===== config.mk =====
export PLATFORM = sky130hd
export DESIGN_NAME = culsans_sim_ctrl
export DESIGN_NICKNAME = d
export VERILOG_FILES = /design/src/rtl/culsans_sim_ctrl.sv
export SDC_FILE = /design/constraint.sdc
export NUM_CORES = 1
export LEC_CHECK = 0
export ABC_AREA = 0
export CORE_UTILIZATION = 45
export CTS_CLUSTER_SIZE = 16
export DETAILED_ROUTE_END_ITERATION = 8
export MAX_ROUTING_LAYER = met4
export PLACE_DENSITY_LB_ADDON = 0.25
export SYNTH_ARGS = -nofsm -noshare
export SYNTH_HDL_FRONTEND = slang
export SYNTH_SLANG_ARGS = --single-unit

===== constraint.sdc =====
create_clock -name clk_i -period 2.5 [get_ports clk_i]
set_input_delay 0.25 -clock clk_i [delete_from_list [all_inputs] [get_ports clk_i]]
set_output_delay 0.25 -clock clk_i [all_outputs]
set_load 0.01 [all_outputs]

===== src/rtl/culsans_sim_ctrl.sv =====
// culsans_sim_ctrl: simulation-control block for multi-hart culsans benches.
// Divides the core clock down to an RTC tick, captures per-hart exit words,
// aggregates them into a registered done/fail/code result and runs an
// optional cycle watchdog that ends runaway simulations.
module culsans_sim_ctrl #(
   parameter int unsigned NumCh         = 2,
   parameter int unsigned ExitW         = 32,
   parameter int unsigned RtcHalf       = 1526,
   parameter int unsigned TimeoutCycles = 0,
   parameter bit          WaitAll       = 1'b1,
   localparam int unsigned ChW          = (NumCh > 1) ? $clog2(NumCh) : 1
) (
   input  logic                   clk_i,
   input  logic                   rst_ni,
   input  logic [NumCh*ExitW-1:0] exit_i,
   output logic                   rtc_o,
   output logic [NumCh-1:0]       exited_o,
   output logic                   done_o,
   output logic                   fail_o,
   output logic                   timeout_o,
   output logic [ExitW-2:0]       code_o,
   output logic [ChW-1:0]         first_ch_o
);

   localparam int unsigned RtcW = (RtcHalf > 1) ? $clog2(RtcHalf) : 1;
   localparam logic [RtcW-1:0] RtcLast = RtcW'(RtcHalf - 1);
   localparam logic [31:0] WdLast = 32'(TimeoutCycles - 1);
   localparam bit WdEnable = (TimeoutCycles != 0);

   // RTC divider state
   logic [RtcW-1:0]  r_rtcCnt;
   logic             r_rtc;

   // Exit capture state
   logic [NumCh-1:0] r_exited;
   logic [ExitW-2:0] r_chCode [NumCh];
   logic [ChW-1:0]   r_firstCh;

   // Result and watchdog state
   logic [31:0]      r_wdCnt;
   logic             r_done;
   logic             r_fail;
   logic             r_timeout;
   logic [ExitW-2:0] r_codeOut;

   // Combinational helpers
   logic [NumCh-1:0] w_capture;
   logic [NumCh-1:0] w_exitedNext;
   logic [ChW-1:0]   w_firstIdx;
   logic [ExitW-2:0] w_aggCode;
   logic             w_cond;
   logic             w_condNext;
   logic             w_wdHit;

   // RTC counter wraps at RtcHalf-1 and toggles the RTC output on that edge
   always_ff @(posedge clk_i or negedge rst_ni) begin
      if (!rst_ni) begin
         r_rtcCnt <= '0;
         r_rtc    <= 1'b0;
      end else if (r_rtcCnt == RtcLast) begin
         r_rtcCnt <= '0;
         r_rtc    <= ~r_rtc;
      end else begin
         r_rtcCnt <= r_rtcCnt + 1'b1;
      end
   end

   // Channels that newly exit on this edge and the lowest-index one among them
   always_comb begin
      w_capture  = '0;
      w_firstIdx = '0;
      for (int c = 0; c < NumCh; c++) begin
         w_capture[c] = exit_i[c*ExitW] & ~r_exited[c];
      end
      for (int c = NumCh - 1; c >= 0; c--) begin
         if (w_capture[c]) begin
            w_firstIdx = ChW'(c);
         end
      end
      w_exitedNext = r_exited | w_capture;
   end

   // Completion condition on the current mask and on the mask after this edge
   always_comb begin
      if (WaitAll) begin
         w_cond     = &r_exited;
         w_condNext = &w_exitedNext;
      end else begin
         w_cond     = |r_exited;
         w_condNext = |w_exitedNext;
      end
      w_wdHit = WdEnable && (r_wdCnt == WdLast);
   end

   // Aggregate code: lowest nonzero code when waiting for all, else the first exiter's code
   always_comb begin
      w_aggCode = '0;
      if (WaitAll) begin
         for (int c = NumCh - 1; c >= 0; c--) begin
            if (r_chCode[c] != '0) begin
               w_aggCode = r_chCode[c];
            end
         end
      end else begin
         for (int c = 0; c < NumCh; c++) begin
            if (ChW'(c) == r_firstCh) begin
               w_aggCode = r_chCode[c];
            end
         end
      end
   end

   // Sticky per-channel capture of the exit flag, return code and first exiter
   always_ff @(posedge clk_i or negedge rst_ni) begin
      if (!rst_ni) begin
         r_exited  <= '0;
         r_firstCh <= '0;
         for (int c = 0; c < NumCh; c++) begin
            r_chCode[c] <= '0;
         end
      end else begin
         r_exited <= w_exitedNext;
         for (int c = 0; c < NumCh; c++) begin
            if (w_capture[c]) begin
               r_chCode[c] <= exit_i[c*ExitW+1 +: ExitW-1];
            end
         end
         if ((r_exited == '0) && (w_capture != '0)) begin
            r_firstCh <= w_firstIdx;
         end
      end
   end

   // Registered result; a completing exit on the watchdog edge beats the timeout
   always_ff @(posedge clk_i or negedge rst_ni) begin
      if (!rst_ni) begin
         r_wdCnt   <= '0;
         r_done    <= 1'b0;
         r_fail    <= 1'b0;
         r_timeout <= 1'b0;
         r_codeOut <= '0;
      end else if (!r_done) begin
         r_wdCnt <= r_wdCnt + 32'd1;
         if (w_cond) begin
            r_done    <= 1'b1;
            r_timeout <= 1'b0;
            r_codeOut <= w_aggCode;
            r_fail    <= (w_aggCode != '0);
         end else if (w_wdHit && !w_condNext) begin
            r_done    <= 1'b1;
            r_timeout <= 1'b1;
            r_codeOut <= w_aggCode;
            r_fail    <= 1'b1;
         end
      end
   end

   assign rtc_o      = r_rtc;
   assign exited_o   = r_exited;
   assign done_o     = r_done;
   assign fail_o     = r_fail;
   assign timeout_o  = r_timeout;
   assign code_o     = r_codeOut;
   assign first_ch_o = r_firstCh;

endmodule


==> run_results.csv <==
group,metric,value,unit
place,gp_congestion,0.813,
sta,timing.fmax,510,MHz
route,drc,0,
pwr,vdd_ir_drop_max,337,uV
worst_hold_path,hold_path.class,"in -> async",
logic_synthesis,syn_inst,423,
sta,worst_hold_slack,0.450,ns
global_route,gr-usage-all-layers,0.209,
clock_tree,clock_sinks,110,
floorplanning,dieArea,10700,um2
layout,drive_gt1_frac,0.0724,
route,finalWirelength,10300,um
sta,relSlewSlack,0.569,
flow_run,drv_cap,0,
global_route,antenna_found_initial,0,
worst_setup_path,worstSetupPathType,"reg -> reg",
pwr,total_power,3.92,mW
logic_synthesis,async_flop_share,1.00,
clock_tree,clkLatencyLatePin,0.35,ns
global_route,grt_pass1_vias,3522,
global_route,grt_pass1_wl,17400,um
layout,num_antenna_cells,0,
sta,rsz0062_at_grt,"false",
logic_synthesis,synth_warnings,0,
logic_synthesis,yosys.cell_types.count,29,
floorplanning,rows,36,
layout,syn2layout_area_growth,29.8,%
route,first_pass_iters,5,
pwr,power_density,650,nW/um2
clock_tree,cts_tree,"done",
route,drtIter0Drc,168,
sta,fin_skew,0.0114,ns
logic_synthesis,synth_area,4650,um2
clock_tree,htreeDepth,3,
floorplanning,die_y,104,um
logic_synthesis,avgSynthCellArea,11.0,um2
route,vias,3398,
layout,nets,589,
sta,fin_setup_tns,0,ns
clock_tree,clockBufferDepth,2,
pwr,p_leak,2.54,nW
logic_synthesis,syn_nets,491,
global_route,overflow,0,
worst_setup_path,start_kind,"flop",
sta,period_needed,1.96,ns
worst_setup_path,worstReg2RegStart,"r_chCode[46]",
place,dp_hpwl,7160,um
clock_tree,cts-root-buf,"clkbuf_8",
clock_tree,numCtsBuffers,9,
worst_setup_path,cp.required,2.73,ns
sta,final_hold_viol_count,0,
worst_setup_path,arrival,2.19,ns
worst_setup_path,crit_path_start,"r_chCode[46]",
clock_tree,clkTransAtPathRegs,0.10,ns
logic_synthesis,ys_seq_area_frac,0.592,
route,via_per_inst,5.16,
logic_synthesis,synth_edf_count,0,
worst_setup_path,cp_max_fo,32,
logic_synthesis,ys_ff_latch,110,
sta,worstMarginPinSlew,0.647,ns
place,io_buffers,102,
worst_setup_path,cp-end-kind,"flop",
floorplanning,io_pins,104,
logic_synthesis,ys.flop_type,"dfrtp_1",
outcome,status,"finished clean",
clock_tree,ctsResizeCount,0,
sta,min_period_over_period,0.784,
route,avgRoutedWirePerCell,15.6,um
global_route,grt_max_degree,65,
floorplanning,die_w,104,um
sta,slew_viol_final,0,
worst_setup_path,r2r_cells,5,
floorplanning,core-area,9910,um2
sta,setup_violations,0,
floorplanning,start_util,0.469,
route,ant_nets,0,
==> registers in the layout, summed over array words and instances (netlist names) <==
signal / cells
r_chCode: 62
code_o: 31
r_rtcCnt: 11
exited_o: 2
done_o: 1
fail_o: 1
first_ch_o: 1
rtc_o: 1
==> report_power, final <==
group	internal, mW	switching (mW)	leakage (nW)	total (mW)
Combinational	0.428	0.262	1.12	0.691
Clock	0.519	0.574	0.102	1.09
Sequential	2.00	0.138	1.32	2.14
Total	2.95	0.974	2.54	3.92
==> layout by cell type, fill, tap and decap left out, drive strengths merged, types with 7 or more instances in the layout <==
cell type,synthesis,layout
dfrtp,110,110
clkdlybuf4s50,0,101
nor3,36,36
nand2,35,35
inv,32,33
o21ai,32,32
nand2b,31,31
o31a,31,31
mux2,31,31
nor4,15,15
nor2,12,12
clkbuf,16,11
buf,8,9
nand4,7,7
==> repair_timing <==
item,in CTS,in global routing
setup buffers,0,0
hold buffers,1,0
setup endpoints to repair,0,0
hold endpoints to repair,47,0
==> stage by stage <==
stage / utilization / std cells / setup WS [ns] / cell area [um2]
2_1_floorplan: - / 423 / 1.02 / 4650
3_3_place_gp: 0.587 / 642 / 0.643 / 5820
3_5_place_dp: 0.587 / 642 / 0.611 / 5820
6_report: 0.609 / 658 / 0.541 / 6040
5_1_grt: 0.609 / 658 / 0.468 / 6040
4_1_cts: 0.609 / 658 / 0.584 / 6040
==> worst paths after layout <==
kind | end | slack, ns
setup / recovery | fail_o | 0.54
hold / removal | code_o[21] | 0.45
setup reg to reg | fail_o | 0.54
hold reg to reg | rtc_o | 0.47
max in group asynchronous | r_chCode[51] | 1.28
min in group clk_i | r_chCode[23] | 0.45
==> cells by family (layout without fill, tap and decap cells) <==
| group | count (synthesis) | in the layout | share of synthesized area |
|---|---|---|---|
| adders and majority gates | 2 | 2 | 0.00538 |
| AOI/OAI and AO/OA | 66 | 66 | 0.0966 |
| xor gates and xnor gates | 10 | 10 | 0.0188 |
| and+or+nand+nor | 147 | 147 | 0.163 |
| other | 1 | 1 | 0.000807 |
| DFF | 110 | 110 | 0.592 |
| buffers and inverters | 56 | 158 | 0.0479 |
| muxes | 31 | 31 | 0.0751 |
==> Yosys cell counts, types with 7 or more instances <==
cell type | count | area (um2)
nand4_1 | 7 | 43.8
o31a_1 | 31 | 272
o21ai_0 | 30 | 150
dfrtp_1 | 110 | 2750
clkbuf_1 | 16 | 60.1
mux2_2 | 10 | 113
inv_1 | 32 | 120
nor2_1 | 12 | 45.0
buf_2 | 7 | 35.0
mux2_1 | 21 | 236
nand2b_1 | 31 | 194
nor4_1 | 15 | 93.8
nor3_1 | 36 | 180
nand2_1 | 35 | 131
==> cell type report <==
| cell class | count | area, um2 |
|---|---|---|
| flip-flops and latches | 110 | 2750 |
| multi-input cells | 257 | 1690 |
| repair buffers | 111 | 1100 |
| fillers | 857 | 3870 |
| clock buffers | 11 | 151 |
| well taps | 133 | 166 |
| clock inverters | 4 | 55.1 |
| inverters | 32 | 120 |
==> routing by layer <==
| metal | global-route usage | vias to the layer above | share of wire |
|---|---|---|---|
| met5 | - | - | 0 |
| met4 | 0.0311 | 0 | 0.0049 |
| met3 | 0.0459 | 6 | 0.038 |
| met2 | 0.333 | 74 | 0.49 |
| met1 | 0.282 | 1672 | 0.47 |
| li1 | - | 1646 | - |
==> worst max-delay path, cell delays in order, from the launching register on <==
cell,delay [ns]
dfrtp_1,0.41
nor4_1,0.58
nand4_1,0.17
buf_4,0.29
nor4_1,0.29
o21ai_1,0.08
No activity file was read; power rests on OpenSTA's default activity.
